==> config.mk <==
export PLATFORM = sky130hd
export DESIGN_NAME = behavioral_full_adder
export DESIGN_NICKNAME = d
export VERILOG_FILES = /design/src/rtl/behavioral_full_adder.sv
export SDC_FILE = /design/constraint.sdc
export NUM_CORES = 1
export LEC_CHECK = 0
export CORE_AREA = 2 2 39 41
export CTS_BUF_LIST = sky130_fd_sc_hd__clkbuf_4 sky130_fd_sc_hd__clkbuf_8
export CTS_CLUSTER_DIAMETER = 40
export DETAILED_ROUTE_END_ITERATION = 6
export DIE_AREA = 0 0 41 43
export SYNTH_ARGS = -nofsm -noshare
export SYNTH_HDL_FRONTEND = slang
export SYNTH_SLANG_ARGS = --single-unit
==> constraint.sdc <==
create_clock -name clk -period 2.2 [get_ports clk]
set_input_delay 0.55 -clock clk [delete_from_list [all_inputs] [get_ports clk]]
set_output_delay 0.55 -clock clk [all_outputs]
set_load 0.1 [all_outputs]
==> src/rtl/behavioral_full_adder.sv <==
// Purpose: registered ripple-carry full adder, {carryout, sum} = a + b + carryin at WIDTH+1 bits.
// Latency: 1 cycle from sampled in_valid to out_valid; one add per cycle.
// Backpressure: none; every sampled valid input yields exactly one valid output.
//
// Ports:
//   sum, carryout      registered result (held while in_valid=0)
//   a, b, carryin      unsigned operands and carry into the LSB
//   clk, rst_n         rising-edge clock, asynchronous active-low reset
//   in_valid           inputs sampled on this edge when high
//   out_valid          sum/carryout carry a fresh result this cycle
//   overflow           (only with BEHAVIORAL_FULL_ADDER_OVERFLOW_EN) two's-complement
//                      signed overflow, registered alongside sum
//
// Optional feature macro: BEHAVIORAL_FULL_ADDER_OVERFLOW_EN
module behavioral_full_adder #(
    parameter int WIDTH = 1
) (
    output logic [WIDTH-1:0] sum,
    output logic             carryout,
    input  logic [WIDTH-1:0] a,
    input  logic [WIDTH-1:0] b,
    input  logic             carryin,
    input  logic             clk,
    input  logic             rst_n,
    input  logic             in_valid,
    output logic             out_valid
`ifdef BEHAVIORAL_FULL_ADDER_OVERFLOW_EN
    ,
    output logic             overflow
`endif
);

    if (WIDTH < 1 || WIDTH > 64) begin : g_width_check
        $error("behavioral_full_adder: WIDTH must be in 1..64");
    end

    // c[i] is the carry into bit i; c[0] is carryin, c[WIDTH] is carryout.
    logic [WIDTH:0]   c;
    logic [WIDTH-1:0] s;

    // Plain ripple chain: each cell consumes the carry of the cell below it.
    always_comb begin
        c    = '0;
        s    = '0;
        c[0] = carryin;
        for (int i = 0; i < WIDTH; i++) begin
            s[i]   = a[i] ^ b[i] ^ c[i];
            c[i+1] = (a[i] & b[i]) | (c[i] & (a[i] ^ b[i]));
        end
    end

    // Result registers load only on valid cycles, so garbage on the operand
    // inputs during idle cycles never reaches the held outputs.
    always_ff @(posedge clk or negedge rst_n) begin
        if (!rst_n) begin
            sum       <= '0;
            carryout  <= 1'b0;
            out_valid <= 1'b0;
        end else begin
            out_valid <= in_valid;
            if (in_valid) begin
                sum      <= s;
                carryout <= c[WIDTH];
            end
        end
    end

`ifdef BEHAVIORAL_FULL_ADDER_OVERFLOW_EN
    // Signed overflow: carry into the sign bit differs from carry out of it.
    always_ff @(posedge clk or negedge rst_n) begin
        if (!rst_n) begin
            overflow <= 1'b0;
        end else if (in_valid) begin
            overflow <= c[WIDTH] ^ c[WIDTH-1];
        end
    end
`endif

endmodule

==> results of run 1 <==
[worst min-delay path by stage]
stage | startpoint | endpoint | slack (ns)
3_3_place_gp | sum | sum | 0.50
4_1_cts | rst_n | sum | 0.50
3_5_place_dp | carryout | carryout | 0.50
6_report | rst_n | sum | 0.50
2_1_floorplan | rst_n | carryout | 0.25
5_1_grt | rst_n | out_valid | 0.50
[flip-flops by register name, indices dropped and copies added (netlist names)]
register,cells
sum,1
out_valid,1
carryout,1
[metal layers]
metal,vias to the layer above,global-route usage [%]
li1,43,-
met1,46,5.54
met2,9,5.00
met3,0,5.24
met4,0,4.00
met5,-,0
[kinds of logic (layout without fill, tap and decap cells)]
logic type | count (synthesis) | in the layout | share of synthesized area [%]
adders and majority gates | 1 | 1 | 17.0
buffers and inverters | 0 | 12 | 0
DFF | 3 | 3 | 63.8
muxes | 2 | 2 | 19.1
[power by group through the flow]
stage | Combinational, mW | Sequential (mW) | Clock, mW
floorplan | 0.00732 | 0.118 | 0
global placement | 0.0829 | 0.0666 | 0
detailed placement | 0.0848 | 0.0664 | 0
CTS | 0.0849 | 0.0657 | 0.114
global route | 0.0883 | 0.0668 | 0.120
finish | 0.0839 | 0.0655 | 0.108
[critical path: cells and delay by family]
kind                       cells  cell delay (ns)
adders and majority gates      1             0.47
buffers and inverters          1             0.43
muxes                          1             0.26
[cell usage in the layout (no fill, tap or decap), drive strengths merged]
master and n:
clkdlybuf4s50 5, clkbuf 4, dfrtp 3, buf 3
mux2 2, fa 1
[cell type report]
| class | count | area share, % |
|---|---|---|
| multi-input cells | 3 | 17.7 |
| flip-flops and latches | 3 | 31.3 |
| repair buffers | 8 | 30.2 |
| clock buffers | 4 | 12.5 |
| well taps | 16 | 8.33 |
==> flow_summary.json, run 1 <==
{
  "cp-startpoint": "a",
  "fillers": 145,
  "utilization_pct": 17.4,
  "hold_viol": 0,
  "end_kind": "flop",
  "p_clk_share_pct": 42.0,
  "synth_cell_type_count": 3,
  "track_usage_pct": 4.94,
  "grt_start_max_net_pins": 4,
  "power_mw": 0.258,
  "cts_htree_levels": 1,
  "ant_nets": 0,
  "yosysTopAreaCellShare_pct": 63.8,
  "finClkSkew_ns": 0,
  "yosysTopAreaCell": "dfrtp_1",
  "met1Wirelength_um": 128,
  "cp-endpoint": "sum",
  "start_util_pct": 8.50,
  "finalInstanceArea_sq_um": 240,
  "power_switching_share_pct": 35.8,
  "cpPeakStageDelay_ns": 0.47,
  "cts_max_path_buffers": 2,
  "clock_latency_ns": 0.23,
  "die_w_um": 41,
  "synth_seq_cells": 3,
  "drt_iter0_markers": 1,
  "synthCells": 6,
  "finalSetupTns_ns": 0,
  "wl_met2_um": 102,
  "r2r_end": "sum",
  "p_comb_share_pct": 32.6,
  "seqCellArea_sq_um": 75.1,
  "slew_headroom_pct": 81.3,
  "cp_data_required_time_ns": 2.31,
  "hold_class": "in2async",
  "regToRegStartpoint": "sum",
  "cts-buffers-inserted": 3,
  "run_status": "completed",
  "fin_crit_ns": 1.59,
  "wl_per_cell_um": 8.09,
  "cts_resized": 0,
  "antenna_found_initial": 0,
  "p_int_mw": 0.165,
  "ctsRootBufferMaster": "clkbuf_4",
  "dp.cells": 30,
  "crit_path_max_fanout": 1,
  "cap_violations": 0,
  "nets": 26,
  "port_buffers": 8,
  "vias_per_cell": 2.88,
  "crit_slowest_cell": "fa_1",
  "num_io_pins": 9,
  "arrival_ns": 1.71,
  "synth_edf_count": 0,
  "rsz0062_at_grt": "false",
  "postCtsSetupBuffers": 0,
  "p_switching_mw": 0.0924,
  "drtPass1Iterations": 2,
  "dieArea_sq_um": 1760,
  "routed_wl_um": 275,
  "slew_viol_final": 0,
  "top_layer": "met3",
  "power_leakage_nw": 0.103,
  "num_rows": 14,
  "dr_wl_met3_um": 44,
  "r2r.worst_path.cells": 1,
  "r2r_setup_slack_ns": 1.46,
  "setup_ws_ns": 0.606,
  "dpl-instance-area_sq_um": 210,
  "route.detailed.drc": 0,
  "multi_input_area_sq_um": 42.5,
  "synth.cells.most_frequent": "3 x dfrtp_1, 2 x mux2_2, 1 x fa_1",
  "grt_pass1_vias": 123,
  "synth_area_sq_um": 118,
  "timing.fmax_ghz": 0.627,
  "stdcell_count": 34,
  "power_density_nw_per_um2": 1070,
  "syn_area_per_cell_sq_um": 19.6,
  "p_seq_share_pct": 25.4,
  "synthFlopType": "dfrtp_1",
  "tightest_slew_ns": 0.282,
  "path_clk_slew_ns": 0.04,
  "via_count": 98,
  "cts_hold_buf": 0,
  "start_kind": "primary input",
  "drive_gt1_share_pct": 50.0,
  "synthArstFlopShare_pct": 100,
  "path_class": "in2reg",
  "grt_pass1_wl_um": 503,
  "place_congestion": 0.554,
  "die_height_um": 43,
  "cts_tree": "done",
  "yosysSeqAreaShare_pct": 63.8,
  "yosysMostFrequentCell": "dfrtp_1",
  "dp_worst_setup_slack_ns": 0.360,
  "core_region_area_sq_um": 1380,
  "antenna_cells": 0,
  "syn_nets": 13,
  "synth_area_leaders": "dfrtp_1 64%, mux2_2 19%, fa_1 17%",
  "vdd_drop_max_v": 0.000274,
  "synthToLayoutAreaGrowth_pct": 104,
  "timing.hold.ws_ns": 0.501,
  "cts.sinks": 3,
  "gr-total-overflow": 0,
  "crit_chain": "clkdlybuf4s50_1, fa_1, mux2_2",
  "period_share_pct": 72.5,
  "ys_warn_count": 0,
  "setup_violations": 0
}
Power figures use the tool's default switching activity.
==> run 2, diff against run 1 <==
==> constraint.sdc (replaced) <==
create_clock -name clk -period 1.35 [get_ports clk]
set_input_delay 0.3375 -clock clk [delete_from_list [all_inputs] [get_ports clk]]
set_output_delay 0.3375 -clock clk [all_outputs]
set_load 0.1 [all_outputs]
==> flow_summary.json, run 2 (synthesis results as in run 1) <==
{
  "run_status": "completed",
  "cp_data_required_time_ns": 1.47,
  "setup_ws_ns": 0.162,
  "power_density_nw_per_um2": 1640,
  "path_class": "in2reg",
  "via_count": 103,
  "dp_worst_setup_slack_ns": -0.278,
  "hold_class": "in2async",
  "nets": 26,
  "cts_htree_levels": 1,
  "ant_nets": 0,
  "cpPeakStageDelay_ns": 0.46,
  "r2r_setup_slack_ns": 0.56,
  "timing.fmax_ghz": 0.842,
  "arrival_ns": 1.31,
  "routed_wl_um": 269,
  "finalSetupTns_ns": 0,
  "synthToLayoutAreaGrowth_pct": 136,
  "rsz0062_at_grt": "false",
  "wl_per_cell_um": 7.91,
  "power_leakage_nw": 0.128,
  "crit_family": "adder cells",
  "slew_viol_final": 0,
  "crit_chain": "dlygate4sd2_1, fa_1, mux2_2",
  "num_io_pins": 9,
  "cp_num_buf_inv": 1,
  "antenna_found_initial": 0,
  "cap_violations": 0,
  "vias_per_cell": 3.03,
  "grt_pass1_vias": 103,
  "period_share_pct": 88.0,
  "reg.largest.list": "carryout x1, out_valid x1, sum x1",
  "grt_start_max_net_pins": 4,
  "drive_gt1_share_pct": 50.0,
  "start_util_pct": 8.50,
  "gr-total-overflow": 0,
  "place_congestion": 0.554,
  "port_buffers": 8,
  "cts-buffers-inserted": 3,
  "route.detailed.drc": 0,
  "crit_path_max_fanout": 1,
  "tightest_slew_ns": 0.150,
  "hold_viol": 0,
  "track_usage_pct": 5.44,
  "dieArea_sq_um": 1760,
  "crit_slowest_cell": "fa_1",
  "path_clk_slew_ns": 0.04,
  "slew_headroom_pct": 90.0,
  "cts_max_path_buffers": 2,
  "die_w_um": 41,
  "grt_pass1_wl_um": 503,
  "final_common_cell": "clkbuf_4",
  "setup_violations": 0,
  "postCtsSetupBuffers": 0,
  "finClkSkew_ns": 0,
  "fin_crit_ns": 1.19,
  "die_height_um": 43,
  "drt_iter0_markers": 0,
  "cts.sinks": 3,
  "ctsRootBufferMaster": "clkbuf_4",
  "antenna_cells": 0,
  "end_kind": "flop",
  "vdd_drop_max_v": 0.000442,
  "cts_tree": "done",
  "start_kind": "primary input",
  "drtPass1Iterations": 1,
  "clock_latency_ns": 0.23,
  "core_region_area_sq_um": 1380,
  "layout_common_cells": "4 x clkbuf_4, 3 x dfrtp_1, 3 x buf_12",
  "num_rows": 14
}
## run 2: metal layers
| layer | part of all wire, % | track usage [%] | vias up |
|---|---|---|---|
| li1 | - | - | 44 |
| met5 | 0 | 0 | - |
| met1 | 37 | 5.21 | 48 |
| met3 | 22 | 6.81 | 0 |
| met4 | 0 | 6.00 | 0 |
| met2 | 40 | 5.00 | 11 |
## run 2: final timing paths
path	from	to	depth (start not counted)
max	a	sum	3
max reg2reg	sum	sum	1
min reg2reg	carryout	carryout	1
min in group clk	carryin	sum	3
max in group asynchronous	rst_n	out_valid	1
min	rst_n	sum	1
## run 2: power by group
part	internal, mW	switching, mW	total (mW)
clock network	0.131	0.0481	0.179
registers	0.102	0.0123	0.114
logic	0.0631	0.0984	0.162
total	0.296	0.159	0.455
## run 2: cell type report
class	count	area [sq um]
sequential	3	75.1
multi-input combinational	3	42.5
timing repair buffer	8	110
fill	142	1110
clock buffer	4	30.0
tap	16	20.0
## run 2: timing repair
| action | 4_1_cts | 5_1_grt |
|---|---|---|
| resized for setup | 2 | 1 |
| endpoints found under the setup margin | 1 | 1 |
| pin swaps | 0 | 1 |
| hold buffers | 0 | 0 |
## run 2: metrics by stage
step                      total power [mW]  instances  instance area (sq um)  util, %  hold WS, ns
after floorplan                      0.203          6                    118        -       0.0419
after CTS                            0.466         34                    275     19.9        0.284
after detailed placement             0.281         30                    248     17.9        0.537
final                                0.455         34                    278     20.1        0.289
after global routing                 0.489         34                    278     20.1        0.279
after global placement               0.279         30                    248     17.9        0.523
